==> src/rtl/ula_pipe_param.sv <==
// ula_pipe_param: pipelined MIC ALU with output shifter, N/Z flags, a flag
// register and a valid/ready elastic pipeline of 1 or 2 register stages.
module ula_pipe_param #(
  parameter int WIDTH = 32,
  parameter int PIPE  = 2
) (
  input  logic             clk,
  input  logic             rst_n,
  input  logic             in_valid,
  output logic             in_ready,
  input  logic [5:0]       ctrl,
  input  logic [1:0]       shift,
  input  logic [WIDTH-1:0] A,
  input  logic [WIDTH-1:0] B,
  output logic             out_valid,
  input  logic             out_ready,
  output logic [WIDTH-1:0] out,
  output logic             carryout,
  output logic             N,
  output logic             Z,
  output logic             shift_err,
  output logic [1:0]       nz_q
);

  typedef struct packed {
    logic [WIDTH-1:0] res;
    logic             cy;
    logic             n;
    logic             z;
    logic             err;
  } res_t;

  // ctrl = {F0,F1,ENA,ENB,INVA,INC}, shift = {SLL8,SRA1}
  function automatic res_t alu(input logic [5:0]       c,
                               input logic [1:0]       s,
                               input logic [WIDTH-1:0] a_in,
                               input logic [WIDTH-1:0] b_in);
    logic [WIDTH-1:0] a;
    logic [WIDTH-1:0] b;
    logic [WIDTH-1:0] r;
    logic [WIDTH:0]   sum;
    res_t             o;
    o   = '0;
    a   = (c[3] ? a_in : '0) ^ {WIDTH{c[1]}};
    b   = c[2] ? b_in : '0;
    sum = {1'b0, a} + {1'b0, b} + {{WIDTH{1'b0}}, c[0]};
    case (c[5:4])
      2'b00:   r = a & b;
      2'b01:   r = a | b;
      2'b10:   r = ~b;
      default: begin
        r    = sum[WIDTH-1:0];
        o.cy = sum[WIDTH];
      end
    endcase
    // Flags come from the ALU result before the shifter.
    o.n = r[WIDTH-1];
    o.z = (r == '0);
    case (s)
      2'b10:   o.res = {r[WIDTH-9:0], 8'h00};
      2'b01:   o.res = {r[WIDTH-1], r[WIDTH-1:1]};
      2'b11:   begin
        o.res = r;
        o.err = 1'b1;
      end
      default: o.res = r;
    endcase
    return o;
  endfunction

  logic vld_out;
  res_t res_out;

  generate
    if (PIPE == 2) begin : g_pipe2
      logic             vld_p1;
      logic             vld_p2;
      logic [5:0]       ctrl_p1;
      logic [1:0]       shift_p1;
      logic [WIDTH-1:0] a_p1;
      logic [WIDTH-1:0] b_p1;
      res_t             res_p2;
      logic             adv_p2;

      // Result stage can load when empty or when its op leaves this cycle.
      assign adv_p2   = !vld_p2 || out_ready;
      assign in_ready = !vld_p1 || adv_p2;

      // Valid bits of both stages; reset discards everything in flight.
      always_ff @(posedge clk) begin
        if (!rst_n) begin
          vld_p1 <= 1'b0;
          vld_p2 <= 1'b0;
        end else begin
          if (in_ready) vld_p1 <= in_valid;
          if (adv_p2)   vld_p2 <= vld_p1;
        end
      end

      // ---- stage 1: operand register ----
      always_ff @(posedge clk) begin
        if (in_valid && in_ready) begin
          ctrl_p1  <= ctrl;
          shift_p1 <= shift;
          a_p1     <= A;
          b_p1     <= B;
        end
      end

      // ---- stage 2: result register, held while stalled ----
      always_ff @(posedge clk) begin
        if (!rst_n) begin
          res_p2 <= '0;
        end else if (adv_p2 && vld_p1) begin
          res_p2 <= alu(ctrl_p1, shift_p1, a_p1, b_p1);
        end
      end

      assign vld_out = vld_p2;
      assign res_out = res_p2;
    end else begin : g_pipe1
      logic vld_p1;
      res_t res_p1;

      assign in_ready = !vld_p1 || out_ready;

      // Single valid bit; reset discards the op in flight.
      always_ff @(posedge clk) begin
        if (!rst_n) begin
          vld_p1 <= 1'b0;
        end else if (in_ready) begin
          vld_p1 <= in_valid;
        end
      end

      // ---- stage 1: result register, held while stalled ----
      always_ff @(posedge clk) begin
        if (!rst_n) begin
          res_p1 <= '0;
        end else if (in_valid && in_ready) begin
          res_p1 <= alu(ctrl, shift, A, B);
        end
      end

      assign vld_out = vld_p1;
      assign res_out = res_p1;
    end
  endgenerate

  assign out_valid = vld_out;
  assign out       = res_out.res;
  assign carryout  = res_out.cy;
  assign N         = res_out.n;
  assign Z         = res_out.z;
  assign shift_err = res_out.err;

  // Flag register captures {N,Z} only when a result is handed off.
  always_ff @(posedge clk) begin
    if (!rst_n) begin
      nz_q <= 2'b00;
    end else if (out_valid && out_ready) begin
      nz_q <= {N, Z};
    end
  end

endmodule

==> config.mk <==
export PLATFORM = sky130hd
export DESIGN_NAME = ula_pipe_param
export DESIGN_NICKNAME = d
export VERILOG_FILES = /design/src/rtl/ula_pipe_param.sv
export SDC_FILE = /design/constraint.sdc
export NUM_CORES = 1
export LEC_CHECK = 0
export CAP_MARGIN = 20
export CORE_MARGIN = 2
export CORE_UTILIZATION = 56
export CTS_CLUSTER_SIZE = 12
export DETAILED_ROUTE_END_ITERATION = 10
export GPL_TIMING_DRIVEN = 1
export PLACE_DENSITY = 0.82
export RECOVER_POWER = 100
export SLEW_MARGIN = 20
export SYNTH_ARGS = -nofsm -noshare
export SYNTH_HDL_FRONTEND = slang
export SYNTH_SLANG_ARGS = --single-unit
export TNS_END_PERCENT = 1
==> constraint.sdc <==
create_clock -name clk -period 6.9 [get_ports clk]
set_input_delay 1.035 -clock clk [delete_from_list [all_inputs] [get_ports clk]]
set_output_delay 1.035 -clock clk [all_outputs]
set_load 0.02 [all_outputs]
==> results of run 1 <==
## power breakdown
part           internal (W)  switching (W)
registers          0.000758      0.0000159
clock network      0.000257       0.000240
logic              0.000231       0.000355
## flip-flops by register name, summed over array words and instances (netlist names)
signal and flops:
g_pipe2.a_p1 32, N 1, Z 1, out_valid 1, carryout 1, g_pipe2.b_p1 32
g_pipe2.ctrl_p1 6, shift_err 1, g_pipe2.vld_p1 1, nz_q 2, g_pipe2.shift_p1 2, out 32
## synthesized netlist by cell type (5+ instances only)
| cell type | count | area share |
|---|---|---|
| a21boi_0 | 9 | 0.0085 |
| buf_1 | 6 | 0.0028 |
| o221ai_1 | 5 | 0.0055 |
| and2_1 | 6 | 0.0047 |
| xnor2_1 | 45 | 0.050 |
| nand3_1 | 6 | 0.0038 |
| nand2_1 | 123 | 0.058 |
| a221oi_1 | 20 | 0.022 |
| o211ai_1 | 9 | 0.0085 |
| clkbuf_1 | 38 | 0.018 |
| dfxtp_1 | 40 | 0.10 |
| nand4_1 | 7 | 0.0055 |
| a31oi_1 | 8 | 0.0063 |
| o21bai_1 | 7 | 0.0066 |
| nor3_1 | 9 | 0.0057 |
| xor2_1 | 11 | 0.012 |
| o21ai_1 | 8 | 0.0050 |
| o22ai_1 | 6 | 0.0047 |
| inv_1 | 82 | 0.039 |
| ha_1 | 67 | 0.11 |
| o21a_1 | 6 | 0.0057 |
| nor2b_1 | 8 | 0.0063 |
| nor3b_1 | 10 | 0.0094 |
| edfxtp_1 | 72 | 0.27 |
| a21oi_1 | 70 | 0.044 |
| nor2_1 | 52 | 0.025 |
| a211oi_1 | 25 | 0.024 |
| a21o_1 | 13 | 0.012 |
| buf_6 | 5 | 0.0071 |
| o21ai_0 | 50 | 0.031 |
## stage by stage
step                instances  worst slack (ns)  cell area [µm²]  power [W]   util
floorplan                 894              2.04             7960    0.00120      -
global route             1163              1.46             9410    0.00196  0.678
detailed placement       1147              1.97             9160    0.00138  0.660
global placement         1147              2.07             9160    0.00137  0.660
finish                   1163              1.79             9410    0.00186  0.678
CTS                      1163              1.93             9440    0.00188  0.680
## worst paths after layout
path                                 from                    to  slack (ns)  cells after the start
max          g_pipe2.ctrl_p1[3]$_DFFE_PP_        Z$_SDFFE_PN0P_        1.79                     15
min reg2reg          nz_q[1]$_SDFFE_PN0P_  nz_q[1]$_SDFFE_PN0P_        0.47                      2
min                  nz_q[1]$_SDFFE_PN0P_  nz_q[1]$_SDFFE_PN0P_        0.47                      2
max reg2reg  g_pipe2.ctrl_p1[3]$_DFFE_PP_        Z$_SDFFE_PN0P_        1.79                     15
## routing by layer
layer	vias up	share of wire	track usage
met5	-	0	0
met4	0	0.013	0.0682
met3	23	0.075	0.0572
met2	291	0.46	0.423
met1	3207	0.46	0.397
li1	3349	-	-
## final cells by class
cell class | count | area (µm²) | share of cell area
repair buffers | 126 | 1230 | 0.130
well taps | 180 | 225 | 0.0239
multi-input cells | 647 | 4410 | 0.469
clock inverters | 4 | 30.0 | 0.00319
flip-flops and latches | 112 | 2960 | 0.315
clock buffers | 12 | 246 | 0.0262
inverters | 82 | 308 | 0.0327
## critical path: stages, from the launching register on
cell and delay, ns:
edfxtp_1 0.32, buf_4 0.32, nand2_1 0.11, xnor2_1 0.19, fa_1 0.46, fa_1 0.43, a21o_1 0.20, a311o_1 0.41
a221oi_1 0.39, o211ai_1 0.23, a221oi_1 0.40, xor2_1 0.18, o21ai_0 0.16, or4b_1 0.51, or4_1 0.53, o31ai_2 0.18
## kinds of logic (layout without fill, tap and decap cells)
family / Yosys count / count (layout) / synth area share
XOR/XNOR: 56 / 56 / 0.0616
multiplexers: 9 / 9 / 0.0198
AO/OA/AOI/OAI: 271 / 271 / 0.227
AND/OR/NAND/NOR: 242 / 242 / 0.138
buffers and inverters: 135 / 224 / 0.0712
flip-flops: 112 / 112 / 0.372
adder cells (fa/ha/maj): 69 / 69 / 0.110
==> impl_results.md, run 1 <==
* Root buf cell: clkbuf_16
* CTS tree: yes
* Flops & latches, synth at 112
* Cts bufs inserted at 9
* DRT iter0 DRCs at 609
* Final wirelength at 19.8 mm
* Number of port buffers at 115
* Largest net degree at the start of global routing at 74
* Layout Nets at 1123
* Critical Path RT at 7.18 ns
* Diodes inserted at 0
* ANT nets after route at 0
* Sequential share of the synthesized area at 0.372
* Peak supply drop at 0.135 mV
* # setup viols final at 0
* Postcts setup bufs at 0
* Clock Pin Slew Worst Setup and Hold Paths at 0.07 ns
* Initial antenna violation count at 0
* First-pass GRT wire length at 32.5 mm
* Synthesized net count at 1039
* Final Hold Violating Endpoints at 0
* IO Count at 116
* Worst-Margin Slew at 3.75 ns
* CTS resizes at 0
* Clk_skew at 0.00916 ns
* Vias per cell at 5.91
* Gpl congestion at 0.932
* Die area at 15200 µm²
* CP endpoint kind: flip-flop
* Mapped Cells at 894
* Sink Count at 112
* WS Path Type: reg -> reg
* Share of layout cells above drive strength 1 at 0.0387
* Core Area at 13900 µm²
* WL/cell at 17.0 µm
* Crit path max fanout at 32
* Gr usage total at 0.275
* Max cap viols at 1
* Pre-Repair DR Iteration Count at 6
* Netlist Area Pre-Place at 7960 µm²
* Syn avg cell area at 8.90 µm²
* Vias in the first global route at 6400
* Synth Flop Type: edfxtp_1
* Remaining routing DRC violations at 0
* Most common cell after layout, fill and taps aside: nand2_1
* Hold WC Path Type: reg -> reg
* Post-CTS Hold Fix Bufs at 0
* RSZ-0062 raised after global routing: false
* Fin crit period at 5.11 ns
* Post-route setup TNS at 0 ns
* CTS HTree Levels at 3
* WHS at 0.467 ns
* Most frequent cells in the layout: nand2_1 (123), dlygate4sd3_1 (114), inv_1 (82)
* CP arrival at 5.40 ns
* Failing checks: capacitance limit, slew limit
* Die H at 123 µm
* Distinct cells, synth at 71
* DIE WIDTH at 123 µm
* Clock Tree Buf Depth at 2
* HPWL after DPL at 14.3 mm
* Via count at 6870
* Fillers at 1135
* Grt total ovfl at 0
* Async S/R FF share, synth at 0
* Outcome: finished with violations
* Crit share post-route at 0.741
* Fmax at 196 MHz
* Yosys Warn Count at 0
* EDFF count, synth at 72
* Area Overhead vs Synth at 18.2%
* Initial Util at 0.573
* Power per cell area at 197 nW/µm²
* Slew headroom at -1.50
* Worst skew pair latency at 0.36 ns
* FP Rows at 43
* Pleak at 4.03 nW
* Worst Setup Start Kind: flip-flop
* Max Slew Vio Count at 73
(Power assumes the default switching activity.)
==> run 2: changes to the inputs <==
CORE_UTILIZATION = 50   (was 56)
PLACE_DENSITY = 0.77   (was 0.82)
clock period = 4.2 ns   (was 6.9 ns; I/O delays follow)
==> impl_results.md, run 2 (synthesized netlist as in run 1, its figures left out) <==
* CP arrival at 4.44 ns
* Clock Pin Slew Worst Setup and Hold Paths at 0.08 ns
* Worst skew pair latency at 0.36 ns
* Largest net degree at the start of global routing at 73
* Power per cell area at 325 nW/µm²
* Initial Util at 0.506
* Number of port buffers at 115
* Area occupied by multi-input gates at 4450 µm²
* Outcome: finished with violations
* Hold WC Path Type: reg -> reg
* Slew headroom at -0.227
* Remaining routing DRC violations at 0
* Int Power at 0.00220 W
* Initial antenna violation count at 0
* Comb pwr share at 0.335
* RSZ-0062 raised after global routing: true
* Clk_skew at 0.0115 ns
* Fmax at 240 MHz
* Grt total ovfl at 0
* CTS HTree Levels at 3
* Max Slew Vio Count at 73
* Most frequent cells in the layout: nand2_1 (123), dlygate4sd3_1 (113), inv_1 (82)
* IO Count at 116
* Area Overhead vs Synth at 25.8%
* Diodes inserted at 0
* Fillers at 1349
* Reg2Reg Depth at 13
* ANT nets after route at 0
* DRT iter0 DRCs at 600
* Layout Nets at 1187
* Switching part of the total power at 0.324
* PnR worst setup slack at 0.0405 ns
* CP endpoint kind: flip-flop
* Gpl congestion at 0.907
* Clock network power share at 0.274
* Vias in the first global route at 6716
* Max cap viols at 1
* Sink Count at 112
* Die area at 16900 µm²
* DIE WIDTH at 130 µm
* Worst-Margin Slew at 1.84 ns
* Register Area at 2960 µm²
* Share of layout cells above drive strength 1 at 0.109
* Failing checks: capacitance limit, slew limit
* Worst Setup Start Kind: flip-flop
* Crit share post-route at 0.990
* FP Rows at 46
* Overall Power at 0.00325 W
* WS Path Type: reg -> reg
* Vias per cell at 5.56
* Final Hold Violating Endpoints at 0
* Pleak at 4.38 nW
* Root buf cell: clkbuf_16
* Peak supply drop at 0.214 mV
* HPWL after DPL at 16.2 mm
* WL/cell at 16.8 µm
* Seq pwr share at 0.392
* Critical Path RT at 4.48 ns
* Core Area at 15700 µm²
* Gr usage total at 0.260
* WHS at 0.466 ns
* Via count at 7020
* Setup WS pre-CTS at 0.0755 ns
* Die H at 130 µm
* Fin crit period at 4.16 ns
* Post-route setup TNS at 0 ns
* Hold path depth at 2
* CTS tree: yes
* Most common cell after layout, fill and taps aside: nand2_1
* # setup viols final at 0
* First-pass GRT wire length at 34.4 mm
* Crit path max fanout at 3
* Sw Pwr at 0.00105 W
* Final wirelength at 21.2 mm
* Clock Tree Buf Depth at 2
* Cts bufs inserted at 9
* Fin util at 0.637
* Pre-Repair DR Iteration Count at 5
run 2: changes by cell type in the layout (fill, tap and decap cells not counted), moves of 2 or more:
cell / change
a221oi_1: -2
clkbuf_1: -3
fa_1: -2
a221oi_2: +2
fa_2: +2
o21ai_0: -6
buf_4: +64
o21ai_1: +5
run 2: layout make-up:
cell class,count,area share
repair buffers,190,0.171
inverters,82,0.0307
multi-input cells,647,0.445
flip-flops and latches,112,0.296
clock buffers,12,0.0277
well taps,216,0.0270
clock inverters,4,0.00312
run 2: power groups by stage:
stage / registers [W] / clock network (W) / logic, W
4_1_cts: 0.00127 / 0.000902 / 0.00110
5_1_grt: 0.00128 / 0.000944 / 0.00120
2_1_floorplan: 0.00132 / 0 / 0.000659
3_3_place_gp: 0.00130 / 0 / 0.00108
3_5_place_dp: 0.00130 / 0 / 0.00109
6_report: 0.00127 / 0.000889 / 0.00109
run 2: what timing repair did:
action                     4_1_cts  5_1_grt
setup endpoints to repair        0        2
hold endpoints to repair         0        0
setup buffers                    0        1
hold buffers                     0        0
gates resized for setup          0        3
run 2: stage by stage:
step                cells  cell area [µm²]
finish               1263            10000
CTS                  1262            10000
global placement     1246             9690
global route         1263            10000
detailed placement   1246             9690
floorplan             894             7980
run 2: worst max-delay path, cell delays in order, from the launching register on:
cell      delay (ns)
edfxtp_1        0.40
xnor2_1         0.17
fa_2            0.38
fa_2            0.35
a21o_1          0.18
a311o_1         0.38
a221oi_2        0.32
o211ai_2        0.16
a221oi_2        0.29
xor2_1          0.20
o21ai_2         0.09
or4b_1          0.46
or4_1           0.52
o31ai_2         0.17
run 2: path summary, 6_finish.rpt:
path / startpoint / end / slack (ns)
setup / recovery: g_pipe2.ctrl_p1[1]$_DFFE_PP_ / Z$_SDFFE_PN0P_ / 0.04
setup reg to reg: g_pipe2.ctrl_p1[1]$_DFFE_PP_ / Z$_SDFFE_PN0P_ / 0.04
hold / removal: nz_q[1]$_SDFFE_PN0P_ / nz_q[1]$_SDFFE_PN0P_ / 0.47
hold reg to reg: nz_q[1]$_SDFFE_PN0P_ / nz_q[1]$_SDFFE_PN0P_ / 0.47
run 2: routing by layer:
metal / track usage / up-vias / wire length, µm
li1: - / 3483 / -
met5: 0 / - / 0
met1: 0.357 / 3250 / 9770
met4: 0.0797 / 0 / 372
met3: 0.0394 / 26 / 1360
met2: 0.424 / 261 / 9720
